==> config.mk <==
export PLATFORM = sky130hd
export DESIGN_NAME = cassette_in
export DESIGN_NICKNAME = d
export VERILOG_FILES = /design/src/rtl/cassette_pkg.sv /design/src/rtl/cassette_dc_block.sv /design/src/rtl/cassette_in.sv
export SDC_FILE = /design/constraint.sdc
export NUM_CORES = 1
export LEC_CHECK = 0
export ABC_CLOCK_PERIOD_IN_PS = 7100
export CAP_MARGIN = 0
export CORE_ASPECT_RATIO = 0.8
export CORE_MARGIN = 2
export CORE_UTILIZATION = 57
export DETAILED_ROUTE_END_ITERATION = 7
export PLACE_DENSITY = 0.81
export REMOVE_ABC_BUFFERS = 1
export SLEW_MARGIN = 15
export SYNTH_ARGS = -nofsm -noshare
export SYNTH_HDL_FRONTEND = slang
export SYNTH_SLANG_ARGS = --single-unit
==> constraint.sdc <==
create_clock -name clk_logic -period 7.1 [get_ports clk_logic]
set_input_delay 1.42 -clock clk_logic [delete_from_list [all_inputs] [get_ports clk_logic]]
set_output_delay 1.42 -clock clk_logic [all_outputs]
set_load 0.02 [all_outputs]
==> src/rtl/cassette_pkg.sv <==
// Shared types and constants for the cassette-input receive path.
package cassette_pkg;

    typedef enum logic [1:0] {
        IDLE = 2'd0,
        LOW  = 2'd1,
        HIGH = 2'd2
    } cass_state_t;

    localparam logic [15:0] CASS_ADDR_A = 16'hC060;
    localparam logic [15:0] CASS_ADDR_B = 16'hC068;

    // Clamp the 18-bit filter accumulator into signed 16-bit range
    function automatic logic signed [15:0] saturate16(input logic signed [17:0] v);
        if (v > 18'sd32767) begin
            return 16'sh7FFF;
        end else if (v < -18'sd32768) begin
            return 16'sh8000;
        end else begin
            return v[15:0];
        end
    endfunction

endpackage

==> src/rtl/cassette_dc_block.sv <==
// DC-blocking high-pass filter with 16-bit output saturation.
// y = x - x_prev + y_prev - (y_prev >>> DC_SHIFT); result valid one clock
// after an accepted input strobe. Strobes closer than 3 clocks are dropped.
module cassette_dc_block
    import cassette_pkg::*;
#(
    parameter int DC_SHIFT = 6
) (
    input  logic               clk_logic,
    input  logic               system_reset_n,
    input  logic               in_valid_i,
    input  logic signed [15:0] in_sample_i,
    output logic               out_valid_o,
    output logic signed [15:0] out_y_o
);

    logic signed [15:0] x_prev_q, x_prev_d;
    logic signed [15:0] y_q, y_d;
    logic signed [15:0] y_shr;
    logic signed [17:0] acc;
    logic               valid_q, valid_d;
    logic [1:0]         hold_q, hold_d;
    logic               accept;

    // Filter step, plus a short hold-off that enforces the minimum strobe spacing
    always_comb begin
        accept   = in_valid_i && (hold_q == 2'd0);
        y_shr    = y_q >>> DC_SHIFT;
        acc      = {{2{in_sample_i[15]}}, in_sample_i} - {{2{x_prev_q[15]}}, x_prev_q}
                 + {{2{y_q[15]}}, y_q} - {{2{y_shr[15]}}, y_shr};
        x_prev_d = x_prev_q;
        y_d      = y_q;
        valid_d  = accept;
        hold_d   = (hold_q != 2'd0) ? hold_q - 2'd1 : 2'd0;
        if (accept) begin
            x_prev_d = in_sample_i;
            y_d      = saturate16(acc);
            hold_d   = 2'd2;
        end
    end

    // Filter state registers
    always_ff @(posedge clk_logic or negedge system_reset_n) begin
        if (!system_reset_n) begin
            x_prev_q <= '0;
            y_q      <= '0;
            valid_q  <= 1'b0;
            hold_q   <= 2'd0;
        end else begin
            x_prev_q <= x_prev_d;
            y_q      <= y_d;
            valid_q  <= valid_d;
            hold_q   <= hold_d;
        end
    end

    assign out_valid_o = valid_q;
    assign out_y_o     = y_q;

endmodule

==> src/rtl/cassette_in.sv <==
// Apple cassette-input receiver: PCM line-in -> DC block -> hysteresis
// comparator with carrier squelch -> cassette bit on D7 for $C060/$C068 reads.
// Optional leader-tone detector enabled by defining CASSETTE_TONE_DETECT_EN.
module cassette_in
    import cassette_pkg::*;
#(
    parameter int ENABLE          = 1,
    parameter int HYST            = 1024,
    parameter int DC_SHIFT        = 6,
    parameter int SILENCE_SAMPLES = 2048
`ifdef CASSETTE_TONE_DETECT_EN
    ,
    parameter int TONE_MIN        = 25,
    parameter int TONE_MAX        = 32,
    parameter int TONE_COUNT      = 32
`endif
) (
    input  logic               clk_logic,
    input  logic               system_reset_n,
    input  logic               sample_valid_i,
    input  logic signed [15:0] sample_i,
    input  logic               phi1_posedge_i,
    input  logic               phi1_negedge_i,
    input  logic [15:0]        addr_i,
    input  logic               rw_n_i,
    input  logic               m2sel_n_i,
    output logic [7:0]         data_o,
    output logic               rd_en_o,
    output logic               cass_bit_o,
    output logic               carrier_o,
    output logic [7:0]         half_period_o,
    output logic               tone_o
);

    localparam logic              EN        = (ENABLE != 0);
    localparam logic signed [15:0] HYST_P   = 16'(HYST);
    localparam logic signed [15:0] HYST_N   = 16'(-HYST);
    localparam logic signed [15:0] QUIET_P  = 16'(HYST / 2);
    localparam logic signed [15:0] QUIET_N  = 16'(-(HYST / 2));
    localparam int                QW        = $clog2(SILENCE_SAMPLES + 1);
    localparam logic [QW-1:0]     SILENCE_C = QW'(SILENCE_SAMPLES);

    logic               y_vld;
    logic signed [15:0] y;

    cassette_dc_block #(.DC_SHIFT(DC_SHIFT)) u_dc_block (
        .clk_logic      (clk_logic),
        .system_reset_n (system_reset_n),
        .in_valid_i     (sample_valid_i),
        .in_sample_i    (sample_i),
        .out_valid_o    (y_vld),
        .out_y_o        (y)
    );

    cass_state_t   state_q, state_d;
    logic [QW-1:0] quiet_q, quiet_d;
    logic [7:0]    cnt_q, cnt_d;
    logic [7:0]    half_q, half_d;
    logic          rd_en_q, rd_en_d;
    logic [7:0]    data_q, data_d;
    logic          above, below, quiet, squelch, trans, match;

    assign above   = (y > HYST_P);
    assign below   = (y < HYST_N);
    assign quiet   = (y > QUIET_N) && (y < QUIET_P);
    // Squelch looks at the count before this sample, so it beats a crossing
    assign squelch = (quiet_q == SILENCE_C);

    // Comparator FSM next state, stepped once per filtered sample
    always_comb begin
        state_d = state_q;
        if (y_vld) begin
            if (squelch) begin
                state_d = IDLE;
            end else begin
                case (state_q)
                    IDLE: begin
                        if (above)      state_d = HIGH;
                        else if (below) state_d = LOW;
                    end
                    HIGH:    if (below) state_d = LOW;
                    LOW:     if (above) state_d = HIGH;
                    default: state_d = IDLE;
                endcase
            end
        end
    end

    // Quiet run length and half-period measurement
    always_comb begin
        quiet_d = quiet_q;
        cnt_d   = cnt_q;
        half_d  = half_q;
        trans   = y_vld && (state_q != IDLE) && (state_d != IDLE) && (state_d != state_q);
        if (y_vld) begin
            if (!quiet)        quiet_d = '0;
            else if (!squelch) quiet_d = quiet_q + QW'(1);
            if (trans) begin
                half_d = cnt_q;
                cnt_d  = 8'd1;
            end else if ((state_q == IDLE) && (state_d != IDLE)) begin
                // leaving IDLE restarts the count but is not a measured half period
                cnt_d = 8'd1;
            end else if (cnt_q != 8'hFF) begin
                cnt_d = cnt_q + 8'd1;
            end
        end
    end

    // Bus responder: latch a read of the cassette port at start of Phi0, drop at its end
    always_comb begin
        match   = EN && phi1_negedge_i && rw_n_i && !m2sel_n_i &&
                  ((addr_i == CASS_ADDR_A) || (addr_i == CASS_ADDR_B));
        rd_en_d = rd_en_q;
        data_d  = data_q;
        if (phi1_posedge_i) begin
            rd_en_d = 1'b0;
        end else if (match) begin
            rd_en_d = 1'b1;
            data_d  = {cass_bit_o, 7'b0};
        end
    end

    // State, counter and bus registers
    always_ff @(posedge clk_logic or negedge system_reset_n) begin
        if (!system_reset_n) begin
            state_q <= IDLE;
            quiet_q <= '0;
            cnt_q   <= '0;
            half_q  <= '0;
            rd_en_q <= 1'b0;
            data_q  <= '0;
        end else begin
            state_q <= state_d;
            quiet_q <= quiet_d;
            cnt_q   <= cnt_d;
            half_q  <= half_d;
            rd_en_q <= rd_en_d;
            data_q  <= data_d;
        end
    end

    assign cass_bit_o    = EN & (state_q == HIGH);
    assign carrier_o     = EN & (state_q != IDLE);
    assign rd_en_o       = EN & rd_en_q;
    assign data_o        = data_q;
    assign half_period_o = half_q;

`ifdef CASSETTE_TONE_DETECT_EN
    localparam int            RW     = $clog2(TONE_COUNT + 1);
    localparam logic [RW-1:0] TONE_C = RW'(TONE_COUNT);

    logic [RW-1:0] run_q, run_d;
    logic          tone_q, tone_d;
    logic          in_win;

    // The half period being latched this transition is cnt_q
    assign in_win = (cnt_q >= 8'(TONE_MIN)) && (cnt_q <= 8'(TONE_MAX));

    // Leader detect: count consecutive in-window half periods, saturating at TONE_COUNT
    always_comb begin
        run_d  = run_q;
        tone_d = tone_q;
        if (state_d == IDLE) begin
            run_d  = '0;
            tone_d = 1'b0;
        end else if (trans) begin
            if (!in_win) begin
                run_d  = '0;
                tone_d = 1'b0;
            end else if (run_q != TONE_C) begin
                run_d = run_q + RW'(1);
                if (run_q + RW'(1) == TONE_C) tone_d = 1'b1;
            end
        end
    end

    // Leader detect registers
    always_ff @(posedge clk_logic or negedge system_reset_n) begin
        if (!system_reset_n) begin
            run_q  <= '0;
            tone_q <= 1'b0;
        end else begin
            run_q  <= run_d;
            tone_q <= tone_d;
        end
    end

    assign tone_o = EN & tone_q;
`else
    assign tone_o = 1'b0;
`endif

endmodule

; After elaboration in Yosys (flattened, before gate mapping)
; Index checks and enable logic that the tools add are counted.
[totals]
out_inout_bits = 20
inputBits = 39
regBits = 67
wordCells = 70
[op_classes]
n_addsub = 6
bitwise_logic = 1
reduce_logical = 22
n_lt_le_gt_ge = 6
n_eq_ne = 8
n_mux = 17
[ops]
columns = operator, count
row1 = 16-bit == test (second input constant), 2
row2 = 16-bit by 11-bit less-than comparator with 1-bit output (second input constant), 2
row3 = 16-bit two-way mux, 2
row4 = 12-bit two-way mux, 2
row5 = 8-bit two-way mux, 3
row6 = 18-bit adder, 1
row7 = 18-bit by 16-bit greater-than comparator with 1-bit output (second input constant), 1
row8 = 18-bit by 16-bit less-than comparator with 1-bit output (second input constant), 1
row9 = 18-bit subtractor, 1
row10 = 16-bit by 16-bit subtractor with 17-bit output, 1
row11 = 16-bit by 10-bit greater-than comparator with 1-bit output (second input constant), 1
row12 = 16-bit by 12-bit greater-than comparator with 1-bit output (second input constant), 1
row13 = 2-bit two-way mux, 7
row14 = 12-bit by 1-bit adder with 12-bit output (second input constant), 1
row15 = 12-bit == test (second input constant), 1
row16 = 1-bit logical AND, 9
row17 = 8-bit by 1-bit adder with 8-bit output (second input constant), 1
row18 = 8-bit != test (second input constant), 1
row19 = 2-bit AND reduction, 4
row20 = 2-bit nonzero test, 4
row21 = 2-bit case mux with 3 select lines, 1
row22 = 2-bit zero test, 2
row23 = 3-bit nonzero test, 1
row24 = 2-bit by 1-bit == test with 1-bit output (second input constant), 1
row25 = other kinds (8), 9

; Longest topological paths before layout
; Gate-level depths: netlist (run 1).
[depth]
word_depth = 11
depth_mapped = 22
mapped_depth_nobuf = 21

; Cells and area by module
; Synthesis (run 1) repeated with hierarchy kept, for this count alone.
[unflattened]
cells_unflattened = 581
hier_area_um2 = 5413.9
[modules_own_cells]
columns = module, n_inst, area_each_um2, cells_per_inst, seq_area_each_um2
row1 = cassette_dc_block, 1, 3563.4, 396, 875.8
row2 = cassette_in, 1, 1850.5, 185, 800.8

; Least setup slack after synthesis (run 1)
; Ideal clock, no wire load.
[synth_path]
kind = in2reg
start = input port sample_i[0]
end = register u_dc_block.y_q[10] (netlist: u_dc_block.out_y_o[10])
stages = 21
path_buffers = 1
setup_time_ns = 0.066
setup_slack_ns = 1.075
arrival_ns = 5.958
required_ns = 7.034
cell_sequence = inv_1 ha_1 fa_1 nand2b_1 a21boi_0 o21ai_0 a21oi_1 a211o_1 a41o_1 a21oi_1 xnor2_1 fa_1 ha_1 a21o_1 a21oi_1 mux2_2 nor4_1 o21ai_0 a31oi_1 buf_2 a221o_1
[synth_between]
elab_chain_cells = 6
word_cells_on_any_way = 7
classes_between = 3 x add/sub / 2 x order compare / 2 x mux
[synth_lines]
columns = item, line
row1 = start: declaration, cassette_in.sv:21  ; input logic signed [15:0] sample_i,
row2 = 16-bit by 16-bit subtractor with 17-bit output *, cassette_dc_block.sv:29  ; acc = {{2{in_sample_i[15]}}, in_sample_i} - {{2{x_prev_q[15]}}, x_prev_q}
row3 = 18-bit adder *, cassette_dc_block.sv:30  ; + {{2{y_q[15]}}, y_q} - {{2{y_shr[15]}}, y_shr};
row4 = 18-bit subtractor *, cassette_dc_block.sv:30
row5 = 18-bit by 16-bit less-than comparator with 1-bit output, cassette_pkg.sv:17  ; end else if (v < -18'sd32768) begin
row6 = 16-bit two-way mux, cassette_pkg.sv:17
row7 = 16-bit two-way mux *, cassette_pkg.sv:15  ; if (v > 18'sd32767) begin
row8 = end signal: assignment, cassette_dc_block.sv:51  ; y_q <= y_d;
row9 = end: declaration, cassette_dc_block.sv:18  ; logic signed [15:0] y_q, y_d;
; Every way passes the cells marked *; elsewhere a longest branch is shown, timed or not.
; A chain may end at the register's enable or synchronous reset.

; Worst setup path in the final report (run 1)
; Same ends and word-level chain as after synthesis.

==> flow_summary.ini, run 1 <==
[setup_path]
reg2reg_to = u_dc_block.out_y_o[10]
cp.arrival_ns = 6.93
r2r_start = u_dc_block.x_prev_q[0]
regToRegSetupSlack_ns = 1.65
r2r_cells = 20
endpoint_kind = register
crit_fanout = 13
required_ns = 7.39
critPathLaunchType = input pin
criticalPathCategory = in -> reg

[final_layout]
stdcell_area_sq_um = 5800
final_common_cell = dfrtp_1
area_growth_pct = 14.6
n_antenna_cell = 0
most-common-layout-cells = dfrtp_1 (67), clkdlybuf4s50_1 (48), inv_1 (46), nand2_1 (46)
drive_gt1_frac = 0.0674
fill_cells = 694
layout.nets = 699

[yosys]
synth_top_cell_area_share = 0.331
ys_async_sr_fraction = 1.00
synth_edf_count = 0
synth_cell_types = 54
synth_adder_area_share = 0.165
synth-seq-cells = 67
synth_area_leaders = dfrtp_1 (33%), ha_1 (10%), fa_1 (6.3%)
syn_inst = 550
yosysTopAreaCell = dfrtp_1
yosysWarningCount = 0
synth.yosys.seq_area_share = 0.331
synth_xor_area_frac = 0.0727
synth_compound_area_frac = 0.183
synth-simple-area-share = 0.164
syn-cell-area_sq_um = 5060
synth_flop_cell = dfrtp_1
muxShareOfSynthArea = 0.0282
synth_top_family_by_area = compound AO/OA/AOI/OAI gates
avgSynthCellArea_sq_um = 9.20

[status]
outcome = complete, no violations

[floorplan]
start_util = 0.591
rows = 30
die_y_um = 88.3
io_pins = 59
coreArea_sq_um = 8560
die_area_sq_um = 9650
die_w_um = 109

[timing]
tightest_slew_ns = 0.918
hold_slack_ns = 0.453
maxSlewViolCount = 0
fin_crit_sh = 0.935
slew_headroom = 0.387
fin_crit_ns = 6.64
fmax_ghz = 0.151
fin_ws_ns = 0.461
skew_ns = 0.00931
finalHoldViolCount = 0
fin_setup_tns_ns = 0
final-setup-viol-count = 0
rsz0062_at_grt = no

[global_routing]
grt_pass1_vias = 4054
grt_pass1_wl_um = 18600
antenna_found_initial = 0
track_usage = 0.248
overflow = 0
grt_max_degree = 68

[route]
vias = 4236
wl_um = 11300
drtIter0Drc = 268
route.detailed.drc = 0
antenna_left = 0
drtPass1Iterations = 5
via_per_inst = 5.88
wl_per_cell_um = 15.7

[clocking]
clkLatencyLatePin_ns = 0.36
ctsResizeCount = 0
cts_inserted_buffers = 9
clk_pin_slew_ns = 0.07
clock_sinks = 67
htreeDepth = 3
hold_buffers = 0
root_buffer = clkbuf_8
post-cts-setup-buffers = 0
cts_tree = yes
clockBufferDepth = 2

[min_path]
hp-start = u_dc_block.hold_q[0]
hp-class = reg -> reg
hold_end = u_dc_block.hold_q[0]
holdPathStages = 1

[place]
dp_hpwl_um = 8660
place_congestion = 0.892
io_buffer_count = 49
dpl-instance-area_sq_um = 5640
pre_cts_ws_ns = 0.175

[flow_run]
cap_violations = 0
## state kept, by name, indices dropped and copies added, names as in the netlist
name / cells
rd_en_o: 1
u_dc_block.x_prev_q: 16
data_o: 1
cnt_q: 8
u_dc_block.out_valid_o: 1
u_dc_block.hold_q: 2
state_q: 2
u_dc_block.out_y_o: 16
quiet_q: 12
half_period_o: 8
## cells in the mapped netlist (all sizes together) (3+ instances only)
cell    instances
clkbuf          8
nor4            8
nand2          46
o21bai          3
nand2b          5
or2             5
inv            46
xnor2          25
o211ai          3
o21a            3
a21boi          3
nor2b           4
nor3           12
dfrtp          67
a21oi          32
mux2i           3
xor2           17
a21o           14
mux2           10
fa             16
a211oi          8
nand4           8
ha             41
or3             8
a31oi           4
o21ai          37
buf            11
a221o          13
nand3          14
and3           12
nor2           41
## worst max-delay path, cell delays in order
cell and delay [ns]:
clkdlybuf4s50_1 0.45, inv_1 0.05, ha_1 0.21, fa_1 0.40, nand2b_1 0.15, a21boi_0 0.24, o21ai_0 0.16, a21oi_1 0.37
a211o_1 0.23, nand3_1 0.12, xnor2_1 0.22, fa_1 0.45, ha_1 0.28, a21o_1 0.20, a21o_1 0.16, a21oi_1 0.28
mux2_2 0.38, nor4_1 0.36, o21ai_0 0.16, a31oi_1 0.18, buf_4 0.26, a221o_1 0.18
## layout make-up
type                    instances  area (sq um)  area share
flip-flops and latches         67          1680       0.289
well taps                     112           140      0.0242
multi-input cells             425          3130       0.539
repair buffers                 54           523      0.0902
clock buffers                  11           131      0.0227
clock inverters                 5          30.0     0.00518
inverters                      46           173      0.0298
## logic make-up (layout without fill, tap and decap cells)
kind of cell             count (synthesis)  after routing
AO/OA/AOI/OAI                          135            135
XOR/XNOR                                42             42
adder cells (fa/ha/maj)                 57             57
buffers and inverters                   65            116
flip-flops                              67             67
multiplexers                            13             13
other                                    1              8
AND/OR/NAND/NOR                        170            170
## how the worst max path moves through the flow
stage / start / to / slack [ns] / depth (start not counted)
floorplan: sample_i[0] / u_dc_block.out_y_o[10] / 0.87 / 20
CTS: sample_i[0] / u_dc_block.out_y_o[10] / 0.52 / 22
finish: sample_i[0] / u_dc_block.out_y_o[10] / 0.46 / 22
global placement: sample_i[0] / u_dc_block.out_y_o[10] / 0.30 / 22
global route: sample_i[0] / u_dc_block.out_y_o[6] / 0.18 / 22
detailed placement: sample_i[0] / u_dc_block.out_y_o[10] / 0.18 / 22
## stage by stage
step,instances,utilization
after floorplan,538,-
after global placement,704,0.659
after detailed placement,704,0.659
after CTS,720,0.678
after global routing,720,0.678
final,720,0.678
## routing by layer
layer  global-route usage  share of wire  vias to the layer above
met5                    0              0                        -
met4               0.0759          0.013                        0
met3               0.0515          0.052                       16
met2                0.405           0.47                      114
met1                0.335           0.47                     2060
li1                     -              -                     2046
Power of run 1 is not shown: default switching activity piles up to over one toggle a cycle in this logic, so the estimate is an artifact.
==> run 2, diff against run 1 <==
--- a/config.mk
+++ b/config.mk
@@ -5,6 +5,7 @@
 export SDC_FILE = /design/constraint.sdc
 export NUM_CORES = 1
 export LEC_CHECK = 0
+export ABC_AREA = 0
 export ABC_CLOCK_PERIOD_IN_PS = 7100
 export CAP_MARGIN = 0
 export CORE_ASPECT_RATIO = 0.8
@@ -13,7 +14,6 @@
 export DETAILED_ROUTE_END_ITERATION = 7
 export PLACE_DENSITY = 0.81
 export REMOVE_ABC_BUFFERS = 1
-export SLEW_MARGIN = 15
 export SYNTH_ARGS = -nofsm -noshare
 export SYNTH_HDL_FRONTEND = slang
 export SYNTH_SLANG_ARGS = --single-unit
==> results of run 2 <==
The final DEF is identical to that of run 1; final timing and power are the same.
Power of run 2 is left out for the same reason.
==> run 3, diff against run 2 <==
--- a/config.mk
+++ b/config.mk
@@ -11,6 +11,7 @@
 export CORE_ASPECT_RATIO = 0.8
 export CORE_MARGIN = 2
 export CORE_UTILIZATION = 57
+export CTS_BUF_LIST = sky130_fd_sc_hd__clkbuf_16
 export DETAILED_ROUTE_END_ITERATION = 7
 export PLACE_DENSITY = 0.81
 export REMOVE_ABC_BUFFERS = 1
==> run 3 against run 2 <==
  * Die area is the same
  * Count of clock-buffer cells in the layout decreased by 2
  * Critical path depth unchanged
  * Cell count unchanged
  * Setup slack got worse by 0.022 ns
  * Sequential cell count did not move
  * Critical endpoint unchanged
  * Highest routed layer unchanged
==> flow_summary.ini, run 3 (same netlist as run 1, synthesis figures left out) <==
[status]
outcome = complete, no violations

[global_routing]
grt_max_degree = 68
track_usage = 0.259
grt_pass1_wl_um = 19500
grt_pass1_vias = 4200
overflow = 0
antenna_found_initial = 0

[clocking]
hold_buffers = 0
clockBufferDepth = 2
clkLatencyLatePin_ns = 0.34
ctsResizeCount = 0
clk_pin_slew_ns = 0.05
root_buffer = clkbuf_16
htreeDepth = 3
post-cts-setup-buffers = 0
cts_inserted_buffers = 9
clock_sinks = 67
cts_tree = yes

[timing]
rsz0062_at_grt = no
finalHoldViolCount = 0
skew_ns = 0.00654
fin_setup_tns_ns = 0
slew_headroom = 0.382
fin_crit_sh = 0.938
hold_slack_ns = 0.450
maxSlewViolCount = 0
final-setup-viol-count = 0
tightest_slew_ns = 0.926
fin_crit_ns = 6.66
fmax_ghz = 0.150

[place]
place_congestion = 0.892
io_buffer_count = 49
dp_hpwl_um = 8660

[final_layout]
most-common-layout-cells = dfrtp_1 (67), inv_1 (48), clkdlybuf4s50_1 (48)
n_antenna_cell = 0
layout.nets = 699
fill_cells = 675
drive_gt1_frac = 0.0674
area_growth_pct = 16.6
final_common_cell = dfrtp_1

[route]
via_per_inst = 5.99
vias = 4310
antenna_left = 0
wl_um = 11700
drtPass1Iterations = 5
drtIter0Drc = 325
route.detailed.drc = 0
wl_per_cell_um = 16.3

[setup_path]
critPathLaunchType = input pin
endpoint_kind = register
cp.arrival_ns = 6.93
criticalPathCategory = in -> reg
crit_fanout = 13
required_ns = 7.36

[floorplan]
die_area_sq_um = 9650
die_y_um = 88.3
rows = 30
start_util = 0.591
coreArea_sq_um = 8560
io_pins = 59
die_w_um = 109

[min_path]
hp-class = reg -> reg

[flow_run]
cap_violations = 0
==> run 3: changes by cell type in the layout (fill, tap and decap cells not counted) <==
| cell | change |
|---|---|
| clkbuf_16 | +9 |
| clkbuf_1 | -2 |
| clkbuf_8 | -9 |
| inv_1 | +2 |
==> run 3: metrics by stage <==
stage                     setup WS [ns]  cells  cell area [sq um]   util
after floorplan                   0.870    538               4970      -
final                             0.439    720               5900  0.689
after global routing              0.145    720               5900  0.689
after global placement            0.298    704               5640  0.659
after CTS                         0.478    720               5900  0.689
after detailed placement          0.175    704               5640  0.659
==> run 3: final cells by class <==
| cell class | count | area (sq um) | share of cell area |
|---|---|---|---|
| Clock buffer | 9 | 225 | 0.0382 |
| Clock inverter | 7 | 37.5 | 0.00636 |
| Inverter | 46 | 173 | 0.0293 |
| Multi-Input combinational cell | 425 | 3130 | 0.530 |
| Sequential cell | 67 | 1680 | 0.284 |
| Tap cell | 112 | 140 | 0.0237 |
| Timing Repair Buffer | 54 | 523 | 0.0886 |
==> run 3: path summary, 6_finish.rpt <==
check	slack, ns	to	from	cells past startpoint
min in group asynchronous	1.27	u_dc_block.hold_q[1]	system_reset_n	2
worst max register to register	1.61	u_dc_block.out_y_o[10]	u_dc_block.x_prev_q[1]	21
worst max-delay path	0.44	u_dc_block.out_y_o[10]	sample_i[0]	22
worst min register to register	0.45	u_dc_block.hold_q[0]	u_dc_block.hold_q[0]	1
worst min-delay path	0.45	u_dc_block.hold_q[0]	u_dc_block.hold_q[0]	1
max in group asynchronous	5.25	u_dc_block.x_prev_q[11]	system_reset_n	2
==> run 3: critical path, cell delays in order <==
cell and delay, ns:
clkdlybuf4s50_1 0.45, inv_1 0.05, ha_1 0.21, fa_1 0.40
nand2b_1 0.15, a21boi_0 0.24, o21ai_0 0.16, a21oi_1 0.35
a211o_1 0.23, nand3_1 0.12, xnor2_1 0.23, fa_1 0.45
ha_1 0.28, a21o_1 0.20, a21o_1 0.16, a21oi_1 0.27
mux2_2 0.38, nor4_1 0.36, o21ai_0 0.16, a31oi_1 0.18
buf_4 0.26, a221o_1 0.18
==> run 3: per-layer routing <==
| layer | vias up | track usage | part of all wire |
|---|---|---|---|
| met2 | 145 | 0.428 | 0.48 |
| met4 | 0 | 0.0794 | 0.015 |
| met1 | 2093 | 0.345 | 0.45 |
| met5 | - | 0 | 0 |
| li1 | 2050 | - | - |
| met3 | 22 | 0.0552 | 0.055 |
Power of run 3 is left out for the same reason.
